$ cat config.mk
export PLATFORM = sky130hd
export DESIGN_NAME = line_clear_sequencer
export DESIGN_NICKNAME = d
export VERILOG_FILES = /design/src/rtl/tetris_pkg.sv /design/src/rtl/row_full_detect.sv /design/src/rtl/line_clear_sequencer.sv
export SDC_FILE = /design/constraint.sdc
export NUM_CORES = 1
export LEC_CHECK = 0
export ABC_AREA = 1
export BUFFER_PORTS_ARGS = -buffer_cell sky130_fd_sc_hd__buf_4
export CORE_UTILIZATION = 40
export DETAILED_ROUTE_END_ITERATION = 10
export MAX_ROUTING_LAYER = met4
export PLACE_DENSITY = 0.87
export SLEW_MARGIN = 0
export SYNTH_ARGS = -nofsm -noshare
export SYNTH_HDL_FRONTEND = slang
export SYNTH_SLANG_ARGS = --single-unit
export TNS_END_PERCENT = 30
$ cat constraint.sdc
create_clock -name VGA_CLK -period 1.7 [get_ports VGA_CLK]
set_clock_uncertainty 0.15 [all_clocks]
set_input_delay 0.17 -clock VGA_CLK [delete_from_list [all_inputs] [get_ports VGA_CLK]]
set_output_delay 0.17 -clock VGA_CLK [all_outputs]
set_load 0.1 [all_outputs]
$ cat src/rtl/tetris_pkg.sv
// tetris_pkg: playfield geometry, line-clear FSM encoding and score table (used when SCORE_TABLE_EN is defined)
package tetris_pkg;
    localparam int ROWS   = 20;
    localparam int COLS   = 10;
    localparam int CELL_W = 5;
    localparam int ROW_W  = COLS * CELL_W;
    typedef enum logic [2:0] {IDLE, RD, EV, FILL, DONE} state_t;
    function automatic logic [15:0] score_of(input logic [4:0] k);
        return k == 5'd0 ? 16'd0 : k == 5'd1 ? 16'd40 : k == 5'd2 ? 16'd100 : k == 5'd3 ? 16'd300 : 16'd1200;
    endfunction
endpackage

$ cat src/rtl/row_full_detect.sv
// row_full_detect: flags a map row whose every cell holds a nonzero colour code
module row_full_detect
    import tetris_pkg::*;
(
    input  logic [ROW_W-1:0] row,
    output logic             full
);
    logic [COLS-1:0] occupied;
    for (genvar c = 0; c < COLS; c++) begin : g_cell
        assign occupied[c] = |row[c*CELL_W +: CELL_W];
    end
    assign full = &occupied;
endmodule

$ cat src/rtl/line_clear_sequencer.sv
// line_clear_sequencer: bottom-up row compaction and zero-fill after a lock; SCORE_TABLE_EN selects tabled scoring
module line_clear_sequencer
    import tetris_pkg::*;
(
    input  logic             VGA_CLK,
    input  logic             RESET,
    input  logic             start,
    output logic             busy,
    output logic             done,
    output logic [4:0]       lines_cleared,
    output logic [4:0]       map_addr,
    input  logic [ROW_W-1:0] map_rd_data,
    output logic             map_wr_en,
    output logic [ROW_W-1:0] map_wr_data,
    output logic [15:0]      score_inc
);
    localparam logic [4:0] LAST = 5'(ROWS - 1);
    state_t state, state_n;
    logic [4:0] src, src_n, dst, dst_n, k, k_n;
    logic full;
    row_full_detect u_full (.row(map_rd_data), .full(full));
    assign busy = state != IDLE;
    always_comb begin
        state_n     = state;
        src_n       = src;
        dst_n       = dst;
        k_n         = k;
        map_addr    = '0;
        map_wr_en   = 1'b0;
        map_wr_data = '0;
        case (state)
            IDLE: if (start) begin
                state_n = RD;
                src_n   = LAST;
                dst_n   = LAST;
                k_n     = '0;
            end
            RD: begin
                map_addr = src;
                state_n  = EV;
            end
            EV: begin
                // kept rows slide down to dst; rows already equal to dst stay put
                if (full) k_n = k + 5'd1;
                else begin
                    map_addr    = dst;
                    map_wr_en   = dst != src;
                    map_wr_data = map_rd_data;
                    dst_n       = dst - 5'd1;
                end
                if (src == 5'd0) state_n = k_n != 5'd0 ? FILL : DONE;
                else begin
                    src_n   = src - 5'd1;
                    state_n = RD;
                end
            end
            FILL: begin
                map_addr  = dst;
                map_wr_en = 1'b1;
                dst_n     = dst - 5'd1;
                state_n   = dst == 5'd0 ? DONE : FILL;
            end
            DONE: state_n = IDLE;
            default: state_n = IDLE;
        endcase
    end
    always_ff @(posedge VGA_CLK) begin
        if (RESET) begin
            state         <= IDLE;
            src           <= '0;
            dst           <= '0;
            k             <= '0;
            done          <= 1'b0;
            lines_cleared <= '0;
            score_inc     <= '0;
        end else begin
            state <= state_n;
            src   <= src_n;
            dst   <= dst_n;
            k     <= k_n;
            done  <= state == DONE;
            if (state == DONE) begin
                lines_cleared <= k;
`ifdef SCORE_TABLE_EN
                score_inc     <= score_of(k);
`else
                score_inc     <= {11'd0, k};
`endif
            end
        end
    end
endmodule

==> results.sh <==
export IMPL_fmax_mhz=444
export IMPL_synth_async_sr_flop_share_pct=0
export IMPL_crit_buf_inv=6
export IMPL_period_minus_slack_ps=2250
export IMPL_routed_wl_mm=16.1
export IMPL_vias=3977
export IMPL_r2r_start="state[0]$_SDFFE_PP0P_"
export IMPL_hold_ws_ps=33.1
export IMPL_drc=0
export IMPL_antenna_found_initial=0
export IMPL_crit_arrival_ps=1930
export IMPL_clockBufferDepth=2
export IMPL_cts_made_buffers=3
export IMPL_synth_avg_cell_area_sq_um=6.03
export IMPL_final_setup_tns_ps=-32990
export IMPL_maxSlewViolCount=0
export IMPL_crit_chain="inv_2 -> nor2_4 -> inv_2 -> nor2_4 -> buf_12 -> clkbuf_16 -> nand3_1 -> clkinvlp_4 -> buf_12"
export IMPL_die_h_um=75.7
export IMPL_n_antenna_cell=0
export IMPL_rr_worst_depth=13
export IMPL_synth_top_cell_by_area="dfxtp_1"
export IMPL_path_delay_family="buffers and inverters"
export IMPL_area_growth_pct=128
export IMPL_rsz0062_at_grt="yes"
export IMPL_yosysWarningCount=0
export IMPL_cp_start_kind="register"
export IMPL_slowest_stage="dfxtp_4"
export IMPL_crit_cells=9
export IMPL_setup_viol=76
export IMPL_end_kind="output pin"
export IMPL_wl_per_cell_um=26.8
export IMPL_yosys_cell_types_count=37
export IMPL_min_path_type="in2reg"
export IMPL_cp_max_fo=10
export IMPL_ys_ff_latch=24
export IMPL_crit_required_ps=1380
export IMPL_period_share_pct=133
export IMPL_crit_type="reg2out"
export IMPL_core_area_sq_um=5170
export IMPL_slowest_delay_ps=390
export IMPL_fin_ws_ps=-554
export IMPL_grt_overflow=0
export IMPL_synth_edf_count=0
export IMPL_synth_top_cell_area_share_pct=22.1
export IMPL_layout_drive_gt1_share_pct=62.6
export IMPL_drt_iter0_drc=626
export IMPL_final_antenna_net_count=0
export IMPL_yosysMostFrequentCell="inv_1"
export IMPL_power_density_nw_per_um2=864
export IMPL_gp_congestion=0.896
export IMPL_core_rowCount=26
export IMPL_ys_top_cells_by_count="78 x inv_1, 60 x nand3_1, 42 x nor2_1, 31 x nand2_1, 24 x dfxtp_1"
export IMPL_status="finished with violations"
export IMPL_start_util_pct=42.0
export IMPL_grt_pass1_vias=3292
export IMPL_maxCapViolations=0
export IMPL_hold_violations=0
export IMPL_cts_tree="done"
export IMPL_pin_count=132
export IMPL_violations="setup timing"
export IMPL_ys_top_cells_by_area="dfxtp_1 22%, nand3_1 14%, inv_1 13%"
export IMPL_finalCoreUtilization_pct=95.9
export IMPL_p_leak_nw=1.92
export IMPL_grt_max_degree=39
export IMPL_avgViaCountPerCell=6.64
export IMPL_grt_usage_pct=38.3
export IMPL_cts_hold_buffers_added=0
export IMPL_dpl_hpwl_mm=5.91
export IMPL_nets=586
export IMPL_clockRootBuffer="clkbuf_8"
export IMPL_path_clk_slew_ps=90
export IMPL_synthCells=360
export IMPL_power_total_mw=4.28
export IMPL_r2r_slack_ps=-450
export IMPL_r2r_end="src[3]$_SDFFE_PP0P_"
export IMPL_grt_first_pass_wirelength_mm=16.0
export IMPL_dr_pass1_iters=7
export IMPL_clkSinkCount=24
export IMPL_critPathCapture="map_wr_data[16]"
export IMPL_post_place_ws_ps=-250
export IMPL_insertion_delay_ps=270
export IMPL_cts_htree_levels=1
export IMPL_ir_drop_mv=1.13
export IMPL_syn_area_sq_um=2170
export IMPL_worstSetupStartpoint="state[1]$_SDFFE_PP0P_"
export IMPL_die_area_sq_um=5730
export IMPL_die_x_um=75.7
export IMPL_numPortBuffers=120
export IMPL_nFillCells=120
export IMPL_dominantRegCellSynth="dfxtp_1"
export IMPL_ys_seq_area_share_pct=22.1
stage by stage:
step | cells | area, sq um
2_1_floorplan | 370 | 2550
3_3_place_gp | 577 | 3700
3_5_place_dp | 577 | 3700
4_1_cts | 589 | 4540
5_1_grt | 599 | 4960
6_report | 599 | 4960
cells in the final DEF, fill, tap and decap left out, types with 3 or more instances in the layout:
| cell | n |
|---|---|
| o21ai_1 | 5 |
| inv_2 | 10 |
| nand4_1 | 6 |
| o21ai_0 | 10 |
| dfxtp_1 | 20 |
| nand3b_1 | 9 |
| clkbuf_8 | 3 |
| nor2_1 | 30 |
| nor2_4 | 7 |
| buf_4 | 116 |
| nand2_2 | 8 |
| nor2_2 | 8 |
| nand3_1 | 30 |
| nor3_2 | 3 |
| inv_1 | 22 |
| a21oi_1 | 11 |
| o22ai_4 | 5 |
| nand2_1 | 26 |
| nor3_1 | 4 |
| conb_1 | 11 |
| clkinvlp_4 | 50 |
| buf_12 | 59 |
| buf_6 | 6 |
| nand3_2 | 31 |
where the power goes:
part	switching, mW	internal [mW]
sequential	0.105	0.639
clock	0.200	0.315
combinational	1.94	1.09
registers in the layout, indices dropped and copies added (netlist names):
signal and cells:
done 1, dst 5, k 5, score_inc 5, src 5, state 3
worst min-delay path by stage:
stage | startpoint | slack, ps | cells past startpoint | to
floorplan | RESET | 100 | 1 | src[0]$_SDFFE_PP0P_
global placement | RESET | 290 | 2 | state[2]$_SDFFE_PP0P_
detailed placement | RESET | 300 | 2 | dst[4]$_SDFFE_PP0P_
CTS | RESET | 2 | 2 | src[4]$_SDFFE_PP0P_
global route | RESET | 40 | 2 | src[4]$_SDFFE_PP0P_
finish | RESET | 30 | 2 | src[4]$_SDFFE_PP0P_
kinds of logic after synthesis:
kind of cell    after synthesis  synth area share (%)
simple gates                169                  39.4
fa+ha+maj                     3                  1.73
compound gates               46                  12.4
flops                        24                  22.1
xor+xnor                      2                 0.807
other cells                   1                 0.173
buf+inv                     115                  23.3
what timing repair did:
item	4_1_cts	5_1_grt
buffers inserted	8	7
hold endpoints to repair	0	0
gates cloned	0	3
pin swaps	6	8
endpoints found under the setup margin	59	73
gates resized for setup	175	72
layout make-up:
class                   instances  area (sq um)  area share [%]
repair buffers                184          2180            44.1
well taps                      70          87.6            1.77
clock buffers                   3          41.3           0.833
flip-flops and latches         24           490            9.89
clock inverters                 1          30.0           0.606
inverters                      86           520            10.5
multi-input cells             231          1600            32.3
worst reg2reg max path: stages, from the launching register on:
cell and delay, ps:
dfxtp_2 370, nor2_4 140, inv_2 80, nor2_4 130, nand2_2 100, inv_2 100
buf_4 110, buf_4 100, buf_4 130, nor2_2 60, nor2_2 180, inv_2 100
o21ai_1 160, nor3b_2 180
routing by layer:
metal  share of wire, %  track usage [%]
met5                  0                -
met4                 11             24.5
met3                 14             8.99
met2                 43             65.4
met1                 32             39.5
Note: power is estimated with default switching activity, not from simulation.
